### src/rtl/peak_finder_fsm_pkg.sv
// Shared defaults and state encoding for the histogram peak finder.
// Default widths track the histogram builder's bin, pixel and count widths.
package peak_finder_fsm_pkg;

    // Bin index width; each pixel histogram holds 2**PF_BIN_W bins.
    localparam int unsigned PF_BIN_W   = 8;
    // Pixel histograms stored in one RAM.
    localparam int unsigned PF_PIXELS  = 4;
    // Pixel index width, clog2(PF_PIXELS).
    localparam int unsigned PF_PIX_W   = 2;
    // Bin count width.
    localparam int unsigned PF_COUNT_W = 8;
    // RAM address = {pixel, bin}.
    localparam int unsigned PF_ADDR_W  = PF_PIX_W + PF_BIN_W;

    typedef enum logic [2:0] {
        IDLE = 3'd0,
        SCAN = 3'd1,
        LAST = 3'd2,
        OUT  = 3'd3,
        DONE = 3'd4
    } pfState_t;

endpackage

### src/rtl/peak_finder_fsm_max_tracker.sv
// Peak max tracker: running maximum and its bin index.
// loadFirst takes the sample unconditionally (first bin of a histogram);
// update takes it only when strictly greater, so ties keep the earliest bin.
// Written standalone so a second-peak search can reuse it.
module peak_finder_fsm_max_tracker
    import peak_finder_fsm_pkg::*;
#(
    parameter int unsigned BIN_W   = PF_BIN_W,
    parameter int unsigned COUNT_W = PF_COUNT_W
) (
    input  logic               clk,
    input  logic               res,
    input  logic               loadFirst,
    input  logic               update,
    input  logic [BIN_W-1:0]   binIn,
    input  logic [COUNT_W-1:0] countIn,
    output logic [BIN_W-1:0]   maxBin,
    output logic [COUNT_W-1:0] maxCount
);

    // Max/argmax registers: unconditional load on the first bin, strict-greater update after.
    always_ff @(posedge clk) begin
        if (!res) begin
            maxBin   <= '0;
            maxCount <= '0;
        end else if (loadFirst) begin
            maxBin   <= binIn;
            maxCount <= countIn;
        end else if (update && (countIn > maxCount)) begin
            maxBin   <= binIn;
            maxCount <= countIn;
        end
    end

endmodule

### src/rtl/peak_finder_fsm.sv
// Histogram peak finder.
// After the builder signals build-done, reads every bin of every pixel
// histogram through RAM port b, finds the highest-count bin per pixel and
// hands {pixel, bin, count} to the readout stage over valid/ready.
// Optional build macro PEAK_CLEAR_EN adds a write port (waddr/wEnable/wdata)
// that zeroes each bin one cycle after it is read, so the RAM is clean for
// the next acquisition frame.
//
// state | meaning
// ------+---------------------------------------------------------------
// IDLE  | waiting for his_done
// SCAN  | issuing one bin read per cycle for the current pixel
// LAST  | no read issued; last bin's data arrives and is compared
// OUT   | result presented, waiting for peak_ready
// DONE  | one-cycle scan_done pulse, then back to IDLE
module peak_finder_fsm
    import peak_finder_fsm_pkg::*;
#(
    parameter int unsigned BIN_W   = PF_BIN_W,
    parameter int unsigned PIXELS  = PF_PIXELS,
    parameter int unsigned PIX_W   = PF_PIX_W,
    parameter int unsigned COUNT_W = PF_COUNT_W,
    parameter int unsigned ADDR_W  = PF_ADDR_W
) (
    input  logic               clk,
    input  logic               res,
    input  logic               his_done,
    output logic [ADDR_W-1:0]  raddr,
    output logic               rd_en,
    input  logic [COUNT_W-1:0] rdata,
    output logic               peak_valid,
    input  logic               peak_ready,
    output logic [PIX_W-1:0]   peak_pixel,
    output logic [BIN_W-1:0]   peak_bin,
    output logic [COUNT_W-1:0] peak_count,
    output logic               busy,
    output logic               scan_done
`ifdef PEAK_CLEAR_EN
    ,
    output logic [ADDR_W-1:0]  waddr,
    output logic               wEnable,
    output logic [COUNT_W-1:0] wdata
`endif
);

    pfState_t           state;
    logic [PIX_W-1:0]   pixel;
    logic [BIN_W-1:0]   bin;
    // rdPend/pendBin describe the datum arriving on rdata this cycle.
    logic               rdPend;
    logic [BIN_W-1:0]   pendBin;
    logic               firstBin;

    // Pixel and bin live in separate registers, so the bin wraps without
    // ever carrying into the pixel field of the address.
    assign raddr      = {pixel, bin};
    assign peak_pixel = pixel;
    assign firstBin   = rdPend && (pendBin == '0);

    // Sequencer: state, read issue, result handshake and status flags.
    always_ff @(posedge clk) begin
        if (!res) begin
            state      <= IDLE;
            pixel      <= '0;
            bin        <= '0;
            rd_en      <= 1'b0;
            peak_valid <= 1'b0;
            busy       <= 1'b0;
            scan_done  <= 1'b0;
        end else begin
            case (state)
                IDLE: begin
                    scan_done <= 1'b0;
                    if (his_done) begin
                        state <= SCAN;
                        pixel <= '0;
                        bin   <= '0;
                        rd_en <= 1'b1;
                        busy  <= 1'b1;
                    end
                end
                SCAN: begin
                    if (&bin) begin
                        state <= LAST;
                        rd_en <= 1'b0;
                        bin   <= '0;
                    end else begin
                        rd_en <= 1'b1;
                        bin   <= bin + BIN_W'(1);
                    end
                end
                LAST: begin
                    state      <= OUT;
                    peak_valid <= 1'b1;
                end
                OUT: begin
                    if (peak_valid && peak_ready) begin
                        peak_valid <= 1'b0;
                        if (pixel == PIX_W'(PIXELS - 1)) begin
                            state     <= DONE;
                            busy      <= 1'b0;
                            scan_done <= 1'b1;
                        end else begin
                            state <= SCAN;
                            pixel <= pixel + PIX_W'(1);
                            bin   <= '0;
                            rd_en <= 1'b1;
                        end
                    end
                end
                DONE: begin
                    state     <= IDLE;
                    scan_done <= 1'b0;
                end
                default: begin
                    state      <= IDLE;
                    rd_en      <= 1'b0;
                    peak_valid <= 1'b0;
                    busy       <= 1'b0;
                    scan_done  <= 1'b0;
                end
            endcase
        end
    end

    // One-cycle read-latency pipeline tagging the datum that arrives next cycle.
    always_ff @(posedge clk) begin
        if (!res) begin
            rdPend  <= 1'b0;
            pendBin <= '0;
        end else begin
            rdPend  <= rd_en;
            pendBin <= bin;
        end
    end

    peak_finder_fsm_max_tracker #(
        .BIN_W   (BIN_W),
        .COUNT_W (COUNT_W)
    ) uTracker (
        .clk       (clk),
        .res       (res),
        .loadFirst (firstBin),
        .update    (rdPend),
        .binIn     (pendBin),
        .countIn   (rdata),
        .maxBin    (peak_bin),
        .maxCount  (peak_count)
    );

`ifdef PEAK_CLEAR_EN
    assign wdata = '0;

    // Clear-behind: write zero to each bin as its read data comes back.
    always_ff @(posedge clk) begin
        if (!res) begin
            waddr   <= '0;
            wEnable <= 1'b0;
        end else begin
            waddr   <= raddr;
            wEnable <= rd_en;
        end
    end
`endif

endmodule

### config.mk
export PLATFORM = sky130hd
export DESIGN_NAME = peak_finder_fsm
export DESIGN_NICKNAME = d
export VERILOG_FILES = /design/src/rtl/peak_finder_fsm_pkg.sv /design/src/rtl/peak_finder_fsm_max_tracker.sv /design/src/rtl/peak_finder_fsm.sv
export SDC_FILE = /design/constraint.sdc
export NUM_CORES = 1
export LEC_CHECK = 0
export ABC_AREA = 0
export CAP_MARGIN = 25
export CORE_ASPECT_RATIO = 0.9
export CORE_MARGIN = 2
export CORE_UTILIZATION = 56
export CTS_BUF_LIST = sky130_fd_sc_hd__clkbuf_8
export DETAILED_ROUTE_END_ITERATION = 12
export PLACE_DENSITY = 0.87
export RECOVER_POWER = 50
export SLEW_MARGIN = 20
export SYNTH_ARGS = -nofsm -noshare
export SYNTH_HDL_FRONTEND = slang
export SYNTH_SLANG_ARGS = --single-unit
### constraint.sdc
create_clock -name clk -period 4.5 [get_ports clk]
set_input_delay 0.675 -clock clk [delete_from_list [all_inputs] [get_ports clk]]
set_output_delay 0.675 -clock clk [all_outputs]
set_load 0.05 [all_outputs]
# After elaboration in Yosys (flattened, before gate mapping)
# Index checks and enable logic that the tools add are counted.
[word_totals]
reg_bits = 42
in_bits = 12
output_inout_bits = 32
elab_cells = 79
[classes]
add_sub_neg = 2
order_cmp = 1
eq_ne = 10
muxes = 31
bitwise_logic = 4
n_reduce_logical = 20
[op_table]
columns = ["op", "n"]
rows = [
  ["$mux W8", 8],
  ["$pmux W8 S3", 1],
  ["$reduce_and A4 Y1", 4],
  ["$mux W3", 4],
  ["$pmux W3 S4", 1],
  ["$ne A2 B2 Y1 const B", 5],
  ["$mux W1", 9],
  ["$add A8 B1 Y8 const B", 1],
  ["$gt A8 B8 Y1", 1],
  ["$logic_not A8 Y1", 1],
  ["$reduce_and A8 Y1", 1],
  ["$eq A3 B2 Y1 const B", 2],
  ["$mux W2", 3],
  ["$pmux W1 S3", 2],
  ["$reduce_and A3 Y1", 2],
  ["$reduce_or A3 Y1", 2],
  ["$not A1 Y1", 4],
  ["$pmux W1 S4", 1],
  ["$pmux W2 S2", 1],
  ["$reduce_bool A2 Y1", 2],
  ["$reduce_or A2 Y1", 2],
  ["$eq A3 B1 Y1 const B", 1],
  ["$eq A3 B3 Y1 const B", 1],
  ["$logic_and A1 B1 Y1", 3],
  ["other kinds (6)", 6],
]

# Longest topological paths before layout
# Gate-level depths: netlist of run 1.
[logic_depth]
ltp_word = 4
depth_mapped = 8
ltp_nobuf = 7

# By module
# A second synthesis of run 1 with hierarchy kept.
[unflattened]
hier_cells = 236
hier_area_um2 = 2047.0
[modules_own_cells]
columns = ["module", "n_inst", "cells_per_inst", "area_per_inst_um2", "seq_area_each_um2"]
rows = [
  ["peak_finder_fsm", 1, 139, 1181.1, 520.5],
  ["peak_finder_fsm_max_tracker", 1, 97, 865.8, 320.3],
]

# Worst setup path after synthesis of run 1
# No wires, ideal clock.
[synth_path]
path_type = "register -> register"
start = "register uTracker.maxCount[1]"
end = "register uTracker.maxBin[4]"
setup_ps = 72
arrival_time_ps = 1992
required_time_ps = 4428
slack_ps = 2436
path_stages_with_launch = 9
path_buffers = 1
period_less_slack_ps = 2064
path_cell_list = "dfxtp_1 > inv_1 > ha_1 > nor2b_1 > o211ai_1 > a21o_1 > a21oi_4 > buf_12 > mux2i_1"
[synth_via]
elab_chain_cells = 3
[synth_rtl]
columns = ["element", "line_no", "source"]
rows = [
  ["from (decl)", "peak_finder_fsm_max_tracker.sv:18", "output logic [COUNT_W-1:0] maxCount"],
  ["from (signal assigned)", "peak_finder_fsm_max_tracker.sv:28", "maxCount <= countIn;"],
  ["from (signal assigned)", "peak_finder_fsm_max_tracker.sv:31", "maxCount <= countIn;"],
  ["$gt A8 B8 Y1", "peak_finder_fsm_max_tracker.sv:29", "end else if (update && (countIn > maxCount)) begin"],
  ["$logic_and A1 B1 Y1", "peak_finder_fsm_max_tracker.sv:29", ""],
  ["$reduce_bool A2 Y1 (no source line)", "-", ""],
  ["to (signal assigned)", "peak_finder_fsm_max_tracker.sv:27", "maxBin <= binIn;"],
  ["to (signal assigned)", "peak_finder_fsm_max_tracker.sv:30", "maxBin <= binIn;"],
  ["to (decl)", "peak_finder_fsm_max_tracker.sv:17", "output logic [BIN_W-1:0] maxBin,"],
]
# No other way between the ends.
# A chain may end at the register's enable or synchronous reset.

# Worst setup path in the final report of run 1
[layout_path]
start = "input rdata[1]"
end = "register uTracker.maxCount[1]"
[layout_via]
elab_chain_cells = 3
elab_cells_between_ends = 5
classes_between = "order compare: 1; mux: 2; reduce/logical: 2"
[layout_rtl]
columns = ["element", "line_no", "source"]
rows = [
  ["from (decl)", "peak_finder_fsm.sv:30", "input logic [COUNT_W-1:0] rdata,"],
  ["$gt A8 B8 Y1", "peak_finder_fsm_max_tracker.sv:29", ""],
  ["$logic_and A1 B1 Y1", "peak_finder_fsm_max_tracker.sv:29", ""],
  ["$reduce_bool A2 Y1 (no source line)", "-", ""],
]
# Parallel ways exist; a longest one is shown, timed or not. The select of a mux whose other input is x is not followed.

==> results of run 1 <==
## synthesized netlist by cell type (2+ instances only)
cell                            number
sky130_fd_sc_hd__nand2_1            44
sky130_fd_sc_hd__dfxtp_1            42
sky130_fd_sc_hd__nor2_1             17
sky130_fd_sc_hd__mux2i_1            16
sky130_fd_sc_hd__inv_1              13
sky130_fd_sc_hd__ha_1               10
sky130_fd_sc_hd__a21oi_1             9
sky130_fd_sc_hd__and2_1              8
sky130_fd_sc_hd__o21ai_0             8
sky130_fd_sc_hd__nor3_1              7
sky130_fd_sc_hd__nand3_1             6
sky130_fd_sc_hd__a31oi_1             4
sky130_fd_sc_hd__clkbuf_1            4
sky130_fd_sc_hd__a22oi_1             2
sky130_fd_sc_hd__a311oi_1            2
sky130_fd_sc_hd__buf_2               2
sky130_fd_sc_hd__buf_4               2
sky130_fd_sc_hd__dlygate4sd1_1       2
sky130_fd_sc_hd__nand4_1             2
sky130_fd_sc_hd__nor2b_1             2
sky130_fd_sc_hd__o211ai_1            2
sky130_fd_sc_hd__or4_4               2
sky130_fd_sc_hd__xor2_1              2
## worst max-delay path, delay by kind of cell
kind | cells | cell delay (ns)
compound gates | 3 | 0.84
buf+inv | 1 | 0.43
fa+ha+maj | 1 | 0.31
mux | 1 | 0.25
simple gates | 1 | 0.14
## kinds of logic after synthesis
kind of cell | share of synthesized area (%)
XOR/XNOR | 1.29
multiplexers | 8.40
AO/OA/AOI/OAI | 13.0
AND/OR/NAND/NOR | 23.2
buffers and inverters | 6.74
adder cells (fa/ha/maj) | 6.13
flip-flops | 41.2
## report_power, final
part / switching, µW / internal, µW
Clock: 124 / 163
Combinational: 131 / 78.5
Sequential: 22.9 / 390
Total: 278 / 632
## layout make-up
type	count	area (µm²)	share of cell area [%]
sequential	42	841	32.9
clock buffer	5	68.8	2.69
clock inverter	3	40.0	1.57
multi-input combinational	164	1060	41.6
timing repair buffer	44	438	17.1
tap	44	55.1	2.16
inverter	13	48.8	1.91
## layout by cell type, fill, tap and decap left out, types with 5 or more instances in the layout
cell type and n:
sky130_fd_sc_hd__clkdlybuf4s50_1 21, sky130_fd_sc_hd__mux2i_1 16, sky130_fd_sc_hd__dlygate4sd3_1 22, sky130_fd_sc_hd__nand3_1 6, sky130_fd_sc_hd__nor2_1 17, sky130_fd_sc_hd__ha_1 10, sky130_fd_sc_hd__o21ai_0 8, sky130_fd_sc_hd__inv_1 13
sky130_fd_sc_hd__a21oi_1 9, sky130_fd_sc_hd__clkbuf_8 5, sky130_fd_sc_hd__and2_1 7, sky130_fd_sc_hd__nor3_1 7, sky130_fd_sc_hd__nand2_1 44, sky130_fd_sc_hd__dfxtp_1 42
## metrics by stage
stage	std cells	cell area (µm²)	worst slack (ns)	hold slack, ns
final	315	2550	2.07	0.462
after detailed placement	307	2440	1.77	0.454
after floorplan	231	2040	2.44	0.437
after global routing	315	2550	1.90	0.487
after global placement	307	2440	1.85	0.445
after CTS	315	2550	2.05	0.465
## state kept, by name, summed over array words and instances (netlist names)
signal and count:
bin 8, pendBin 8, uTracker.maxBin 8, uTracker.maxCount 8, state 3, peak_pixel 2
busy 1, peak_valid 1, rdPend 1, rd_en 1, scan_done 1
## worst max-delay path by stage
stage	startpoint	end	slack, ns
final	rdata[1]	uTracker.maxCount[1]	2.07
after global routing	peak_ready	bin[3]	1.90
after CTS	rdata[1]	uTracker.maxCount[1]	2.05
after detailed placement	rdata[1]	uTracker.maxCount[1]	1.77
after global placement	rdata[1]	uTracker.maxCount[6]	1.85
after floorplan	uTracker.maxCount[1]	uTracker.maxBin[4]	2.44
## metal layers
layer  up-vias  global-route usage, %  part of all wire (%)
li1        871                      -                     -
met1       773                   27.2                    48
met2        54                   35.3                    46
met3         6                   4.57                   5.5
met4         0                   6.71                   1.0
met5         -                      0                     0
==> results.yml, run 1 <==
status:
  run_status: "finished clean"
critical_path:
  critPathSlowestCell: "sky130_fd_sc_hd__a21oi_4"
  critical_path_required_ns: 4.72
  critical_path.reg2reg.startpoint: "state[1]"
  timing.critical_path.slowest_cell_delay_ns: 0.55
  crit_path_cell_trace: "clkdlybuf4s50_1 -> ha_1 -> nor2b_1 -> o211ai_1 -> a21o_1 -> a21oi_4 -> mux2i_1"
  ff2ff_setup_slack_ns: 2.37
  worstSetupStartpointType: "primary input"
  cp_max_fo: 16
  critical_path.reg2reg.endpoint: "bin[3]"
  setup.worst_path.class: "in2reg"
  crit_path_end_kind: "flip-flop"
  arrival_ns: 2.64
  r2r.worst_path.cells: 5
timing:
  hold_violations: 0
  rsz0062_at_grt: "no"
  max_slew.worst_pin.slew_ns: 0.662
  min_period_ns: 2.43
  final.setup.tns_ns: 0
  maxClockFrequency_mhz: 412
  clock-skew-final_ns: 0.00301
  timing.final.setup_violations: 0
  slew_violations: 0
  relSlewSlack_pct: 55.8
  fin_crit_sh_pct: 53.9
routing:
  dr.pass1.iters: 4
  detail-route-antenna-nets: 0
  routed_wl_um: 4000
  drt_drc_violations_left: 0
  wl_per_cell_um: 12.7
  route.vias.total: 1704
  drt_first_iter_violations: 76
  viasPerCell: 5.41
clock_tree:
  clock_tree.buffer_depth: 2
  numCtsBuffers: 5
  postCtsResizedCells: 0
  clock_pin_slew_reported_for_the_worst_setup_and_hold_paths_after_clock_tree_synthesis_ns: 0.08
  clock_tree.htree_level_count: 2
  holdBufCountCts: 0
  cts_tree: "built"
  cts.repair_timing.setup_buffer_count: 0
  ctsRootBufferMaster: "sky130_fd_sc_hd__clkbuf_8"
  clock_latency_ns: 0.29
  cts_num_sinks: 42
floorplanning:
  die_area_um2: 4140
  floorplan.core_area_um2: 3430
  ios: 44
  placementRows: 20
  die_width_um: 67.6
  floorplan.initialDensity_pct: 59.5
  floorplan.die.height_um: 61.3
synthesis:
  ys_warns: 0
  yosys.area.top_type: "sky130_fd_sc_hd__dfxtp_1"
  synth_async_sr_flop_share_pct: 0
  postSynth.topFlopCell: "sky130_fd_sc_hd__dfxtp_1"
  post_synth_edffs: 0
  yosys.cell_types.count: 46
  synth.ff_latch_count: 42
  synth_seq_area_share_pct: 41.2
  synth_largest_type_area_fraction_pct: 41.2
  mappedNetlistNets: 253
  instance_count_of_the_mapped_netlist: 231
  cell_area_after_synthesis_um2: 2040
  synth_area_per_cell_um2: 8.83
  post_synth_main_area_contributors: "sky130_fd_sc_hd__dfxtp_1 41%, sky130_fd_sc_hd__nand2_1 8.1%, sky130_fd_sc_hd__mux2i_1 7.8%"
grt:
  grt_antenna_before_repair: 0
  grt.total_usage_pct: 21.0
  grt_pass1_wl_um: 6590
  leftover_overflow_at_the_end_of_global_routing: 0
  maximum_number_of_pins_on_one_net_before_global_route_repair: 46
  vias_in_the_first_global_route: 1533
placement:
  finalWeightedCongestion: 0.830
  dp.final_hpwl_um: 2900
  io_buffer_count: 43
final_layout:
  fillcell_total: 283
  antenna-diode-count: 0
  layout-drive-gt1-share_pct: 6.64
  fin_util_pct: 74.5
  areaGrowthSynthToFinish_pct: 25.1
  final_net_count: 292
min_path:
  worst_hold_path.endpoint: "uTracker.maxBin[2]"
  hold_class: "reg2reg"
  timing.hold.worst_path_depth: 2
  holdCritStartpoint: "pendBin[2]"
run:
  max_cap_check_violation_count: 0
power:
  leakage_power_figure_uw: 0.000989
  power.total_uw: 910
  vdd.ir_drop.worst_mv: 0.205
  power.density_nw_per_um2: 356
(Power assumes the default switching activity.)
==> inputs of run 2 (changes only) <==
--- a/config.mk
+++ b/config.mk
@@ -9,10 +9,10 @@
 export CAP_MARGIN = 25
 export CORE_ASPECT_RATIO = 0.9
 export CORE_MARGIN = 2
-export CORE_UTILIZATION = 56
+export CORE_UTILIZATION = 52
 export CTS_BUF_LIST = sky130_fd_sc_hd__clkbuf_8
 export DETAILED_ROUTE_END_ITERATION = 12
-export PLACE_DENSITY = 0.87
+export PLACE_DENSITY = 0.82
 export RECOVER_POWER = 50
 export SLEW_MARGIN = 20
 export SYNTH_ARGS = -nofsm -noshare
==> constraint.sdc (replaced) <==
create_clock -name clk -period 2.39 [get_ports clk]
set_input_delay 0.3585 -clock clk [delete_from_list [all_inputs] [get_ports clk]]
set_output_delay 0.3585 -clock clk [all_outputs]
set_load 0.05 [all_outputs]
==> run 2 against run 1 <==
Clock-buffer cell count stayed put. Worst hold slack worse by 0.0037 ns. Non-clock buffer count increased by 2. Global-route usage down 2.0 points. Cell area is essentially flat. Cell count is 1.3% higher. Combinational power rose by 87%. Sequential cell count stayed put. Critical path depth unchanged.
==> results.yml, run 2 (synthesized netlist as in run 1, its figures left out) <==
grt:
  grt.total_usage_pct: 19.0
  leftover_overflow_at_the_end_of_global_routing: 0
  maximum_number_of_pins_on_one_net_before_global_route_repair: 29
  vias_in_the_first_global_route: 1641
  grt_pass1_wl_um: 6860
  grt_antenna_before_repair: 0
final_layout:
  final_net_count: 294
  antenna-diode-count: 0
  most_used_cells_in_the_layout_excluding_fill_and_tap_cells: "44 x sky130_fd_sc_hd__nand2_1, 42 x sky130_fd_sc_hd__dfxtp_1, 23 x sky130_fd_sc_hd__dlygate4sd3_1"
  areaGrowthSynthToFinish_pct: 25.1
  layout-drive-gt1-share_pct: 6.96
  layout_commonest_cell: "sky130_fd_sc_hd__nand2_1"
routing:
  dr.pass1.iters: 4
  drt_first_iter_violations: 75
  detail-route-antenna-nets: 0
  viasPerCell: 5.28
  wl_per_cell_um: 12.1
  route.vias.total: 1683
  routed_wl_um: 3860
  drt_drc_violations_left: 0
clock_tree:
  clock_pin_slew_reported_for_the_worst_setup_and_hold_paths_after_clock_tree_synthesis_ns: 0.09
  cts.repair_timing.setup_buffer_count: 0
  ctsRootBufferMaster: "sky130_fd_sc_hd__clkbuf_8"
  clock_tree.buffer_depth: 2
  cts_num_sinks: 42
  cts_tree: "built"
  numCtsBuffers: 5
  holdBufCountCts: 0
  clock_latency_ns: 0.30
  postCtsResizedCells: 0
  clock_tree.htree_level_count: 2
critical_path:
  critical_path.reg2reg.startpoint: "uTracker.maxCount[1]"
  cp_max_fo: 16
  setup.worst_path.class: "in2reg"
  critical_path_required_ns: 2.62
  worstSetupStartpointType: "primary input"
  timing.critical_path.slowest_cell_delay_ns: 0.55
  timing.critical_path.from: "rdata[1]"
  critical_path.reg2reg.endpoint: "uTracker.maxBin[6]"
  path_delay_family: "compound AO/OA/AOI/OAI gates"
  r2r.worst_path.cells: 7
  crit_path_cell_trace: "clkdlybuf4s50_1 -> ha_1 -> nor2b_1 -> o211ai_1 -> a21o_1 -> a21oi_4 -> mux2i_1"
  arrival_ns: 2.32
  critical_path.n_buffers_inverters: 1
  critPathSlowestCell: "sky130_fd_sc_hd__a21oi_4"
  crit_path_end_kind: "flip-flop"
  ff2ff_setup_slack_ns: 0.41
timing:
  min_period_ns: 2.09
  hold_violations: 0
  max_slew.worst_pin.slew_ns: 1.02
  clock-skew-final_ns: 0.00705
  maxClockFrequency_mhz: 478
  slew_violations: 0
  final.setup.tns_ns: 0
  timing.final.setup_violations: 0
  fin_worst_hold_slack_ns: 0.458
  rsz0062_at_grt: "no"
  relSlewSlack_pct: 32.0
  fin_crit_sh_pct: 87.5
min_path:
  timing.hold.worst_path_depth: 2
  hold_class: "reg2reg"
  holdCritStartpoint: "rd_en"
  worst_hold_path.endpoint: "rdPend"
floorplanning:
  placementRows: 21
  floorplan.initialDensity_pct: 54.7
  die_width_um: 70.0
  floorplan.die.height_um: 63.4
  ios: 44
  die_area_um2: 4440
  floorplan.core_area_um2: 3730
placement:
  finalWeightedCongestion: 0.845
  dp.final_hpwl_um: 2790
  io_buffer_count: 43
power:
  vdd.ir_drop.worst_mv: 0.511
  leakage_power_figure_uw: 0.000983
  power.total_uw: 1650
  power.density_nw_per_um2: 646
run:
  max_cap_check_violation_count: 0
status:
  run_status: "finished clean"
[run 2: changes by cell type in the layout (fill, tap and decap cells not counted), sizes merged]
cell and delta:
inv +1, buf +1, bufinv -1, clkdlybuf4s50 -1, clkinvlp +1, clkbuf +1
clkinv -1, dlygate4sd3 +1
[run 2: metrics by stage]
stage / setup slack (ns) / utilization [%] / area (µm²) / cells
detailed placement: -0.0157 / 66.0 / 2460 / 311
finish: 0.299 / 68.4 / 2550 / 319
floorplan: 0.326 / - / 2040 / 231
global placement: 0.0450 / 66.0 / 2460 / 311
global route: 0.192 / 68.4 / 2550 / 319
CTS: 0.292 / 68.5 / 2560 / 319
[run 2: per-layer routing]
metal / GRT usage, % / vias to the layer above / part of all wire, % / wire length [µm]
met3: 4.64 / 5 / 4.5 / 173
met4: 7.93 / 0 / 1.1 / 42
met5: 0 / - / 0 / 0
met2: 31.2 / 42 / 46 / 1760
met1: 24.0 / 764 / 49 / 1880
li1: - / 872 / - / -
[run 2: how the worst max path moves through the flow]
stage,cells past startpoint,slack [ns],to
after floorplan,8,0.33,uTracker.maxBin[4]
after global placement,7,0.05,uTracker.maxBin[7]
after detailed placement,7,-0.02,uTracker.maxBin[6]
after CTS,7,0.29,uTracker.maxBin[6]
after global routing,7,0.19,uTracker.maxBin[6]
final,7,0.30,uTracker.maxBin[6]
[run 2: power breakdown]
group,switching (µW),internal (µW)
Sequential,42.6,735
Clock,268,211
Combinational,241,150
[run 2: worst min-delay path, stage by stage, from the launching register on]
cell and delay, ns:
sky130_fd_sc_hd__dfxtp_1 0.32, sky130_fd_sc_hd__inv_1 0.06, sky130_fd_sc_hd__nor2_1 0.04
[run 2: final cells by class]
class                           count  area [µm²]
Fill cell                         329        1180
Multi-Input combinational cell    164        1060
Sequential cell                    42         841
Timing Repair Buffer               46         449
Clock buffer                        5        68.8
Tap cell                           46        57.6
Inverter                           13        48.8
Clock inverter                      3        25.0
